[src/rtl/alu_lockstep_seq.sv]
// ============================================================================
// alu_lockstep_seq : self-test sequencer for the dual-lane lockstep ALU.
// Optional fault injection on lane 1 operand B: ALU_SEQ_FAULT_INJ_EN.
// Rev 1.0 - initial release
// ============================================================================
`default_nettype none

module alu_lockstep_seq #(
   parameter int ALU_LAT = 1,
   parameter int IDX_W   = 10,
   parameter int ERR_W   = 8
) (
   input  logic             wb_clk_i,
   input  logic             wb_rst_ni,
   input  logic             start_i,
   input  logic             abort_i,
   input  logic [IDX_W-1:0] vec_last_i,
`ifdef ALU_SEQ_FAULT_INJ_EN
   input  logic             fault_en_i,
   input  logic [IDX_W-1:0] fault_idx_i,
`endif
   output logic [3:0]       a0_o,
   output logic [3:0]       b0_o,
   output logic [3:0]       a1_o,
   output logic [3:0]       b1_o,
   output logic [1:0]       sel1_o,
   output logic [1:0]       sel2_o,
   input  logic [3:0]       x_i,
   input  logic             y_i,
   output logic             busy_o,
   output logic             done_o,
   output logic             pass_o,
   output logic [ERR_W-1:0] err_cnt_o,
   output logic [IDX_W-1:0] first_fail_o,
   output logic             first_fail_vld_o
);

   typedef enum logic [2:0] {
      S_IDLE  = 3'd0,
      S_DRIVE = 3'd1,
      S_WAIT  = 3'd2,
      S_CHECK = 3'd3,
      S_DONE  = 3'd4
   } state_t;

   localparam logic [ERR_W-1:0] c_ERR_MAX  = '1;
   localparam logic [2:0]       c_WAIT_INI = 3'(ALU_LAT - 1);

   state_t           r_state;
   logic [IDX_W-1:0] r_idx;
   logic [IDX_W-1:0] r_last;
   logic [2:0]       r_wcnt;
   logic [3:0]       r_a0, r_b0, r_a1, r_b1;
   logic [1:0]       r_sel1, r_sel2;
   logic             r_busy, r_done, r_pass, r_ffv;
   logic [ERR_W-1:0] r_err;
   logic [IDX_W-1:0] r_ff;
   logic             w_mismatch, w_err_inc, w_flip;
   logic [ERR_W-1:0] w_err_next;

`ifdef ALU_SEQ_FAULT_INJ_EN
   logic             r_fen;
   logic [IDX_W-1:0] r_fidx;
   assign w_flip = r_fen && (r_idx == r_fidx);
`else
   assign w_flip = 1'b0;
`endif

   assign w_mismatch = (|x_i) | y_i;
   assign w_err_inc  = (r_state == S_CHECK) && w_mismatch && (r_err != c_ERR_MAX);
   assign w_err_next = r_err + ERR_W'(w_err_inc);

   always_ff @(posedge wb_clk_i or negedge wb_rst_ni) begin
      if (!wb_rst_ni) begin
         r_state <= S_IDLE;
         r_idx   <= '0;
         r_last  <= '0;
         r_wcnt  <= '0;
         r_a0    <= '0;
         r_b0    <= '0;
         r_a1    <= '0;
         r_b1    <= '0;
         r_sel1  <= '0;
         r_sel2  <= '0;
         r_busy  <= 1'b0;
         r_done  <= 1'b0;
         r_pass  <= 1'b0;
         r_ffv   <= 1'b0;
         r_err   <= '0;
         r_ff    <= '0;
`ifdef ALU_SEQ_FAULT_INJ_EN
         r_fen   <= 1'b0;
         r_fidx  <= '0;
`endif
      end else begin
         r_done <= 1'b0;
         case (r_state)
            S_IDLE: begin
               if (start_i && !abort_i) begin
                  r_state <= S_DRIVE;
                  r_busy  <= 1'b1;
                  r_last  <= vec_last_i;
                  r_idx   <= '0;
                  r_err   <= '0;
                  r_ffv   <= 1'b0;
                  r_pass  <= 1'b0;
`ifdef ALU_SEQ_FAULT_INJ_EN
                  r_fen   <= fault_en_i;
                  r_fidx  <= fault_idx_i;
`endif
               end
            end
            S_DRIVE: begin
               r_a0    <= r_idx[3:0];
               r_a1    <= r_idx[3:0];
               r_b0    <= r_idx[7:4];
               r_b1    <= r_idx[7:4] ^ {3'b000, w_flip};
               r_sel1  <= r_idx[9:8];
               r_sel2  <= r_idx[9:8];
               r_wcnt  <= c_WAIT_INI;
               r_state <= S_WAIT;
            end
            S_WAIT: begin
               if (r_wcnt == 3'd0) r_state <= S_CHECK;
               else                r_wcnt  <= r_wcnt - 3'd1;
            end
            S_CHECK: begin
               r_err <= w_err_next;
               if (w_mismatch && !r_ffv) begin
                  r_ff  <= r_idx;
                  r_ffv <= 1'b1;
               end
               if (r_idx == r_last) begin
                  r_state <= S_DONE;
                  r_done  <= 1'b1;
                  r_pass  <= (w_err_next == '0);
               end else begin
                  r_idx   <= r_idx + 1'b1;
                  r_state <= S_DRIVE;
               end
            end
            S_DONE: begin
               r_state <= S_IDLE;
               r_busy  <= 1'b0;
            end
            default: begin
               r_state <= S_IDLE;
               r_busy  <= 1'b0;
            end
         endcase
         // Abort overrides the state move but keeps any error bookkeeping done above.
         if (abort_i && (r_state != S_IDLE)) begin
            r_state <= S_IDLE;
            r_busy  <= 1'b0;
            r_done  <= 1'b0;
            r_pass  <= 1'b0;
         end
      end
   end

   assign a0_o             = r_a0;
   assign b0_o             = r_b0;
   assign a1_o             = r_a1;
   assign b1_o             = r_b1;
   assign sel1_o           = r_sel1;
   assign sel2_o           = r_sel2;
   assign busy_o           = r_busy;
   // An abort arriving during DONE suppresses the completion pulse.
   assign done_o           = r_done & ~abort_i;
   assign pass_o           = r_pass;
   assign err_cnt_o        = r_err;
   assign first_fail_o     = r_ff;
   assign first_fail_vld_o = r_ffv;

endmodule

`default_nettype wire

[config.mk]
export PLATFORM = sky130hd
export DESIGN_NAME = alu_lockstep_seq
export DESIGN_NICKNAME = d
export VERILOG_FILES = /design/src/rtl/alu_lockstep_seq.sv
export SDC_FILE = /design/constraint.sdc
export NUM_CORES = 1
export LEC_CHECK = 0
export ABC_AREA = 1
export CAP_MARGIN = 5
export CORE_ASPECT_RATIO = 1.1
export CORE_MARGIN = 3
export CORE_UTILIZATION = 52
export CTS_BUF_LIST = sky130_fd_sc_hd__clkbuf_4 sky130_fd_sc_hd__clkbuf_8 sky130_fd_sc_hd__clkbuf_16
export DETAILED_ROUTE_END_ITERATION = 16
export PLACE_DENSITY = 0.88
export SLEW_MARGIN = 15
export SYNTH_ARGS = -nofsm -noshare
export SYNTH_HDL_FRONTEND = slang
export SYNTH_SLANG_ARGS = --single-unit
export TNS_END_PERCENT = 10
[constraint.sdc]
create_clock -name wb_clk_i -period 5.1 [get_ports wb_clk_i]
set_input_delay 0.51 -clock wb_clk_i [delete_from_list [all_inputs] [get_ports wb_clk_i]]
set_output_delay 0.51 -clock wb_clk_i [all_outputs]
set_load 0.005 [all_outputs]
* Word level (Yosys, flattened, before mapping)
Cells that the tools add are included.
** Storage, ports and cells
- Input port bits :: 19
- Word-level logic and storage cells :: 81
- Flip-flop bits (word level) :: 58
- Output and inout bits :: 42
** Operators by class
- Reduce and logical (&&, ||, !) cells :: 25
- Equality and inequality tests :: 13
- Bitwise gates (word level) :: 3
- Add/sub/neg operators :: 3
- Multiplexer cells :: 24
** Operator list (count)
- two-way mux 10 bit :: 2
- one-hot mux 10 bit (2 select lines) :: 1
- one-hot mux 8 bit (2 select lines) :: 1
- two-way mux 3 bit :: 5
- one-hot mux 3 bit (4 select lines) :: 1
- AND reduction 2 bit :: 6
- adder 10 x 1 -> 10 bit, second input constant :: 1
- equality test 10 bit :: 1
- two-way mux 1 bit :: 9
- AND reduction 3 bit :: 3
- adder 8 x 1 -> 8 bit :: 1
- logical NOT 8 bit :: 1
- two-way mux 8 bit :: 1
- inequality test 8 bit, second input constant :: 1
- equality test 3 x 2 -> 1 bit, second input constant :: 2
- logical NOT 3 bit :: 2
- inequality test 2 bit, second input constant :: 3
- inequality test 3 bit, second input constant :: 2
- one-hot mux 1 bit (2 select lines) :: 3
- one-hot mux 3 bit (2 select lines) :: 1
- nonzero test 3 bit :: 2
- logical AND 1 bit :: 5
- inequality test 2 x 1 -> 1 bit, second input constant :: 2
- nonzero test 2 bit :: 2
- other kinds (9) :: 10

* Logic depth before layout (Yosys ltp)
Gate-level depths: netlist of the first run.
- Word-level depth :: 9
- Mapped depth :: 17
- Depth with buffers taken out :: 16

* Worst setup path after synthesis of the first run
Ideal clock, no wire load.
- Kind :: register to register
- Start point :: register r_state[2]
- End point :: register r_pass (netlist: pass_o)
- Setup time :: 0.065 ns
- Path buffers :: 1
- Data arrival time :: 2.058 ns
- Setup slack :: 2.977 ns
- Period minus slack after synthesis :: 2.123 ns
- Required time :: 5.035 ns
- Stages on the path, launching flop included :: 16
- Cells stage by stage :: dfrtp_1 inv_2 nand2_2 nor2_8 buf_2 nand2_1 a21oi_1 ha_1 ha_1 nand3_1 xor2_1 nor2_1 nand4_1 nor2_1 nand2_1 nand2_1
** Between the ends
- Longest elaborated chain between the ends :: 8
- Elaborated cells on any way between the ends :: 15
- Classes of those cells :: add/sub: 1; eq/ne: 3; mux: 3; reduce/logical: 8
** RTL lines
- start, declared :: RTL line 49 : state_t r_state;
- start signal, assigned :: RTL line 75 : r_state <= S_IDLE;
- start signal, assigned :: RTL line 100 : r_state <= S_DRIVE;
- start signal, assigned :: RTL line 121 : r_state <= S_WAIT;
- equality test 3 x 2 -> 1 bit :: RTL line 70, 97
- logical AND 1 bit (2 in series) :: RTL line 70 : assign w_err_inc = (r_state == S_CHECK) && w_mismatch && (r_err != c_ERR_MAX);
- adder 8 x 1 -> 8 bit :: RTL line 71 : assign w_err_next = r_err + ERR_W'(w_err_inc);
- logical NOT 8 bit :: RTL line 136 : r_pass <= (w_err_next == '0);
- two-way mux 1 bit :: RTL line 133 : if (r_idx == r_last) begin
- one-hot mux 1 bit (2 select lines) :: RTL line 97 : case (r_state)
- two-way mux 1 bit :: RTL line 152 : if (abort_i && (r_state != S_IDLE)) begin
- end signal, assigned :: RTL line 136
- end, declared :: RTL line 55 : logic r_busy, r_done, r_pass, r_ffv;
Several ways; a longest one is shown, not always the timed one. The select of a mux whose other input is x is not followed.
A chain may end at the register's enable or synchronous reset.

* Worst setup path after layout of the first run
Ends and elaborated chain as after synthesis.

==> results of run 1 <==
## worst max-delay path: cells and delay by family, from the launching register on
family,cells,cell delay (ns)
simple gates,9,1.00
fa+ha+maj,2,0.46
buf+inv,1,0.08
flops,1,0.41
compound gates,1,0.14
xor+xnor,1,0.18
## cell type report
type	instances	area (um2)
fillers	452	1700
flip-flops and latches	58	1450
multi-input cells	234	1270
repair buffers	61	603
inverters	40	151
clock buffers	11	145
well taps	75	93.8
clock inverters	5	77.6
## through the flow
step	worst slack [ns]	power, mW	instances	utilization
2_1_floorplan	2.98	0.958	352	-
3_3_place_gp	2.63	1.10	468	0.650
3_5_place_dp	2.57	1.13	468	0.650
4_1_cts	2.80	1.61	484	0.690
5_1_grt	2.55	1.71	484	0.690
6_report	2.78	1.60	484	0.690
## kinds of logic (layout without fill, tap and decap cells)
kind of cell | after synthesis | count (layout)
AO/OA/AOI/OAI | 54 | 54
XOR/XNOR | 13 | 13
adder cells (fa/ha/maj) | 5 | 5
buffers and inverters | 60 | 117
flip-flops | 58 | 58
multiplexers | 6 | 6
AND/OR/NAND/NOR | 156 | 156
## registers in the layout (all words and copies together), names as in the netlist
register and flops:
r_done 1, first_fail_vld_o 1, r_wcnt 3, err_cnt_o 8, r_idx 10, b1_o 4
pass_o 1, first_fail_o 10, sel2_o 2, busy_o 1, r_state 3, r_last 10
a1_o 4
## power breakdown
part           leakage [nW]  internal, mW  switching [mW]
registers             0.773         0.560          0.0745
clock network         0.113         0.292           0.182
logic                 0.817         0.218           0.270
total                  1.70          1.07           0.526
## cell usage after synthesis
| library cell | number | share of area |
|---|---|---|
| nand2_1 | 82 | 0.10 |
| o21ai_0 | 36 | 0.060 |
| o21ai_1 | 2 | 0.0033 |
| inv_2 | 9 | 0.011 |
| o21ai_2 | 6 | 0.017 |
| nand4_1 | 3 | 0.0062 |
| xnor2_2 | 1 | 0.0054 |
| xor2_1 | 8 | 0.023 |
| nand3_1 | 18 | 0.030 |
| buf_6 | 2 | 0.0075 |
| xnor2_1 | 4 | 0.012 |
| dfrtp_1 | 58 | 0.48 |
| nor2_1 | 29 | 0.036 |
| a21boi_0 | 1 | 0.0025 |
| nand3b_1 | 3 | 0.0075 |
| o31ai_1 | 1 | 0.0025 |
| nor2_8 | 1 | 0.0066 |
| clkinv_2 | 1 | 0.0017 |
| clkbuf_1 | 5 | 0.0062 |
| nor2_2 | 1 | 0.0021 |
| nor2_4 | 2 | 0.0075 |
| nand2_2 | 7 | 0.015 |
| buf_4 | 12 | 0.030 |
| or2_2 | 1 | 0.0021 |
| a21oi_1 | 7 | 0.012 |
| o2111ai_1 | 1 | 0.0029 |
| nand4_4 | 1 | 0.0071 |
| buf_2 | 1 | 0.0017 |
| mux2_2 | 6 | 0.022 |
| inv_1 | 30 | 0.037 |
| nand2_4 | 2 | 0.0075 |
| nor3_1 | 6 | 0.010 |
| ha_1 | 5 | 0.021 |
## worst paths after layout
path | from | endpoint | slack, ns | cells past startpoint
worst max register to register | r_state[2]$_DFFE_PN0P_ | pass_o$_DFFE_PN0P_ | 2.78 | 14
worst min register to register | first_fail_o[3]$_DFFE_PN0P_ | first_fail_o[3]$_DFFE_PN0P_ | 0.48 | 2
worst max-delay path | r_state[2]$_DFFE_PN0P_ | pass_o$_DFFE_PN0P_ | 2.78 | 14
min in group wb_clk_i | first_fail_o[3]$_DFFE_PN0P_ | first_fail_o[3]$_DFFE_PN0P_ | 0.48 | 2
worst min-delay path | wb_rst_ni | err_cnt_o[4]$_DFFE_PN0P_ | 0.30 | 2
max in group asynchronous | wb_rst_ni | r_idx[8]$_DFFE_PN0P_ | 4.31 | 2
## per-layer routing
| metal | vias to the layer above | routed length [um] |
|---|---|---|
| met5 | - | 0 |
| met4 | 0 | 153 |
| met2 | 80 | 3460 |
| met3 | 14 | 345 |
| met1 | 1211 | 2670 |
| li1 | 1229 | - |
==> flow_summary.yaml, run 1 <==
synthesis:
  synth_fp_nets: 376
  seq_area_frac_synth: 0.482
  synth_area_per_cell_um2: 8.56
  ys_ff_latch: 58
  synth-simple-area-share: 0.239
  muxShareOfSynthArea: 0.0224
  synth_compound_area_frac: 0.100
  yosys_warnings: 0
  synth-xor-area-share: 0.0403
  synth_top_family_by_area: "simple AND/OR/NAND/NOR gates"
  yosysUniqueCellTypes: 33
  syn_area_um2: 3010
  synth_fa_ha_area_frac: 0.0208
  netlist_instances: 352
die:
  row_count: 28
  pin_count: 61
  chipHeight_um: 85.8
  core_area_um2: 5500
  dieArea_um2: 6740
  start_util: 0.548
  die_w_um: 78.6
grt:
  grt_pass1_vias: 2541
  track_usage: 0.220
  met3_usage: 0.0567
  gr-max-usage-layer: "met2"
  met1_usage: 0.257
  antenna_found_initial: 0
  overflow: 0
  grt_max_degree: 59
  grtUsageMet2: 0.375
  grt_pass1_wl_um: 11600
setup_path:
  worstSetupStartpointType: "flip-flop"
  cp_max_fo: 16
  crit_chain: "inv_2 -> nand2_2 -> nor2_8 -> nand2_1 -> a21oi_1 -> ha_1 -> ha_1 -> nand3_1 -> xor2_1 -> nor2_1 -> nand4_1 -> nor2_1 -> nand2_1 -> nand2_1"
  cp-end-kind: "flip-flop"
  crit_type: "flip-flop to flip-flop"
  arrival_ns: 2.60
  slowest_delay_ns: 0.41
  crit_top_cell: "nand2_1"
  crit_slowest_cell: "dfrtp_1"
  cp.required_ns: 5.38
timing:
  fin_crit_sh: 0.454
  relSlewSlack: 0.477
  slew_viol_final: 0
  final.setup.tns_ns: 0
  fmax_ghz: 0.432
  worst_pin_slew_ns: 0.782
  final-hold-violation-count: 0
  fin_crit_ns: 2.32
  setup_viol: 0
  rsz0062_at_grt: "false"
  hold_slack_ns: 0.297
  skew_ns: 0.00758
layout:
  fin_nets: 428
  final_cell_mix: "nand2_1 (82), clkdlybuf4s50_1 (59), dfrtp_1 (58)"
  drive_above_1_share: 0.137
  stdcell_area_um2: 3800
  area_growth_pct: 26.0
  final_common_cell: "nand2_1"
  antennaDiodeCount: 0
clock_tree:
  cts_hold_buffers: 0
  clk_path_buf_depth: 2
  numCtsBuffers: 9
  cts-root-buf: "clkbuf_8"
  cts_setup_buffers: 0
  cts_tree: "built"
  clk_pin_slew_ns: 0.07
  cts_sinks: 58
  cts-resized-gates: 0
  clk_latency_ns: 0.34
  ctsHtreeMaxLevel: 3
routing:
  postRouteAntennaNets: 0
  routed_wl_um: 6630
  drtIter0Drc: 156
  wl_per_cell_um: 13.7
  via_per_inst: 5.24
  drc: 0
  dr.pass1.iters: 5
  via_count: 2534
place:
  io_buffers: 60
  dp_hpwl_um: 4710
  dpl-instance-area_um2: 3570
  gp_congestion: 0.830
worst_hold_path:
  hold_class: "primary input to asynchronous set/reset pin"
power:
  power_density_nw_per_um2: 420
  ir_worst_vdd_v: 0.000270
  leakagePower_nw: 1.70
status:
  status: "finished clean"
flow_run:
  max-cap-violations: 0
No activity file was read; power rests on OpenSTA's default activity.
==> inputs of run 2 (changes only) <==
Settings changed: CORE_UTILIZATION 52 to 51, PLACE_DENSITY 0.88 to 0.86.
Clock period 5.1 ns to 2.2 ns, I/O delays scaled along.
==> run 2 against run 1 <==
  * Sequential share of layout area down 0.88 points
  * Wire length up 3.2%
  * Core utilization up 1.2 points
  * Critical path depth down 2
  * Via count down 0.24%
  * Register-to-register slack worse by 2.7 ns
  * Design area up 2.4%
  * Maximum frequency up 7.4%
  * Non-clock buffer count up 7
  * Largest cell class unchanged
==> flow_summary.yaml, run 2 (synthesis gave the netlist of run 1 again) <==
power:
  total_power_mw: 3.71
  leakagePower_nw: 1.74
  ir_worst_vdd_v: 0.000597
  power_density_nw_per_um2: 953
die:
  start_util: 0.544
  pin_count: 61
  chipHeight_um: 86.6
  core_area_um2: 5540
  die_w_um: 79.3
  dieArea_um2: 6870
  row_count: 28
setup_path:
  cp.required_ns: 2.48
  crit_slowest_cell: "dfrtp_1"
  slowest_delay_ns: 0.42
  cp_max_fo: 4
  critPathTopFamily: "simple AND/OR/NAND/NOR gates"
  crit_chain: "inv_1 -> nor3_1 -> a21oi_2 -> ha_2 -> ha_4 -> xnor2_1 -> nand3_1 -> nor2_1 -> nand4_1 -> nor2_1 -> nand2_1 -> nand2_1"
  worstSetupStartpointType: "flip-flop"
  critPathBufInv: 1
  cp-end-kind: "flip-flop"
  crit_type: "flip-flop to flip-flop"
  arrival_ns: 2.44
flow_run:
  max-cap-violations: 0
timing:
  fmax_ghz: 0.464
  slew_viol_final: 0
  relSlewSlack: 0.561
  fin_crit_sh: 0.980
  fin_ws_ns: 0.0434
  final.setup.tns_ns: 0
  setup_viol: 0
  final-hold-violation-count: 0
  fin_crit_ns: 2.16
  worst_pin_slew_ns: 0.659
  hold_slack_ns: 0.463
  skew_ns: 0.00540
layout:
  drive_above_1_share: 0.166
  antennaDiodeCount: 0
  fin_nets: 435
  stdcell_area_um2: 3890
  final_util: 0.703
  final_common_cell: "nand2_1"
  layoutNonFillerInstCount: 491
  n_fill_cell: 441
  final_cell_mix: "nand2_1 (82), clkdlybuf4s50_1 (59), dfrtp_1 (57)"
  area_growth_pct: 29.1
place:
  gp_congestion: 0.861
  dp_slack_ns: -0.0729
  dp.cells: 473
  io_buffers: 60
  dp_hpwl_um: 4850
  dpl-instance-area_um2: 3620
routing:
  via_per_inst: 5.15
  wl_per_cell_um: 13.9
  dr_wl_met3_um: 301
  routed_wl_um: 6850
  routed.top_layer: "met4"
  wl_met2_um: 3580
  dr.pass1.iters: 4
  via_count: 2528
  drc: 0
  drtIter0Drc: 191
  postRouteAntennaNets: 0
  wl_met1_um: 2740
clock_tree:
  cts_sinks: 58
  ctsHtreeMaxLevel: 3
  cts-root-buf: "clkbuf_8"
  cts_tree: "built"
  clk_pin_slew_ns: 0.06
  numCtsBuffers: 9
  clk_latency_ns: 0.34
  clk_path_buf_depth: 2
grt:
  grt_pass1_vias: 2489
  grt_pass1_wl_um: 11400
  grt_max_degree: 31
  overflow: 0
  antenna_found_initial: 0
  track_usage: 0.214
status:
  status: "finished clean"
worst_hold_path:
  hold_class: "primary input to flip-flop"
run 2: cell types whose count changed in the layout (fill, tap and decap cells not counted), moves of 2 or more:
| cell | delta |
|---|---|
| buf_4 | +5 |
| clkinv_2 | +2 |
| ha_1 | -2 |
| nor2_1 | -2 |
| nor2_2 | +2 |
run 2: worst reg2reg max path, cell delays in order, from the launching register on:
cell     delay [ns]
dfrtp_1        0.42
inv_1          0.10
nor3_1         0.35
a21oi_2        0.11
ha_2           0.23
ha_4           0.18
xnor2_1        0.20
nand3_1        0.11
nor2_1         0.10
nand4_1        0.11
nor2_1         0.10
nand2_1        0.06
nand2_1        0.05
run 2: worst paths after layout:
| check | from | endpoint | slack [ns] | cells past startpoint |
|---|---|---|---|---|
| max reg2reg | err_cnt_o[6]$_DFFE_PN0P_ | pass_o$_DFFE_PN0P_ | 0.04 | 12 |
| min reg2reg | first_fail_o[8]$_DFFE_PN0P_ | first_fail_o[8]$_DFFE_PN0P_ | 0.49 | 2 |
| min | vec_last_i[3] | r_last[3]$_DFFE_PN0P_ | 0.46 | 3 |
| max in group asynchronous | wb_rst_ni | b1_o[0]$_DFFE_PN0P_ | 1.14 | 3 |
| max | err_cnt_o[6]$_DFFE_PN0P_ | pass_o$_DFFE_PN0P_ | 0.04 | 12 |
| min in group asynchronous | wb_rst_ni | err_cnt_o[0]$_DFFE_PN0P_ | 0.48 | 2 |
run 2: repair_timing:
| item | CTS | global route |
|---|---|---|
| hold buffers | 1 | 0 |
| setup buffers | 0 | 1 |
| endpoints found under the hold margin | 28 | 0 |
| setup endpoints to repair | 0 | 1 |
| resized for setup | 0 | 8 |
run 2: metal layers:
layer  vias up  GRT usage
met3        16     0.0437
li1       1237          -
met5         -          0
met2        78      0.358
met1      1197      0.251
met4         0      0.136
run 2: final cells by class:
| class | count | area [um2] | share of cell area |
|---|---|---|---|
| Clock inverter | 6 | 80.1 | 0.0206 |
| Sequential cell | 58 | 1450 | 0.374 |
| Timing Repair Buffer | 68 | 671 | 0.172 |
| Tap cell | 75 | 93.8 | 0.0241 |
| Multi-Input combinational cell | 234 | 1300 | 0.335 |
| Clock buffer | 10 | 138 | 0.0354 |
| Inverter | 40 | 151 | 0.0389 |
run 2: power breakdown:
part / total, mW / internal [mW] / switching (mW)
clock: 1.08 / 0.660 / 0.421
sequential: 1.47 / 1.30 / 0.172
combinational: 1.16 / 0.523 / 0.633
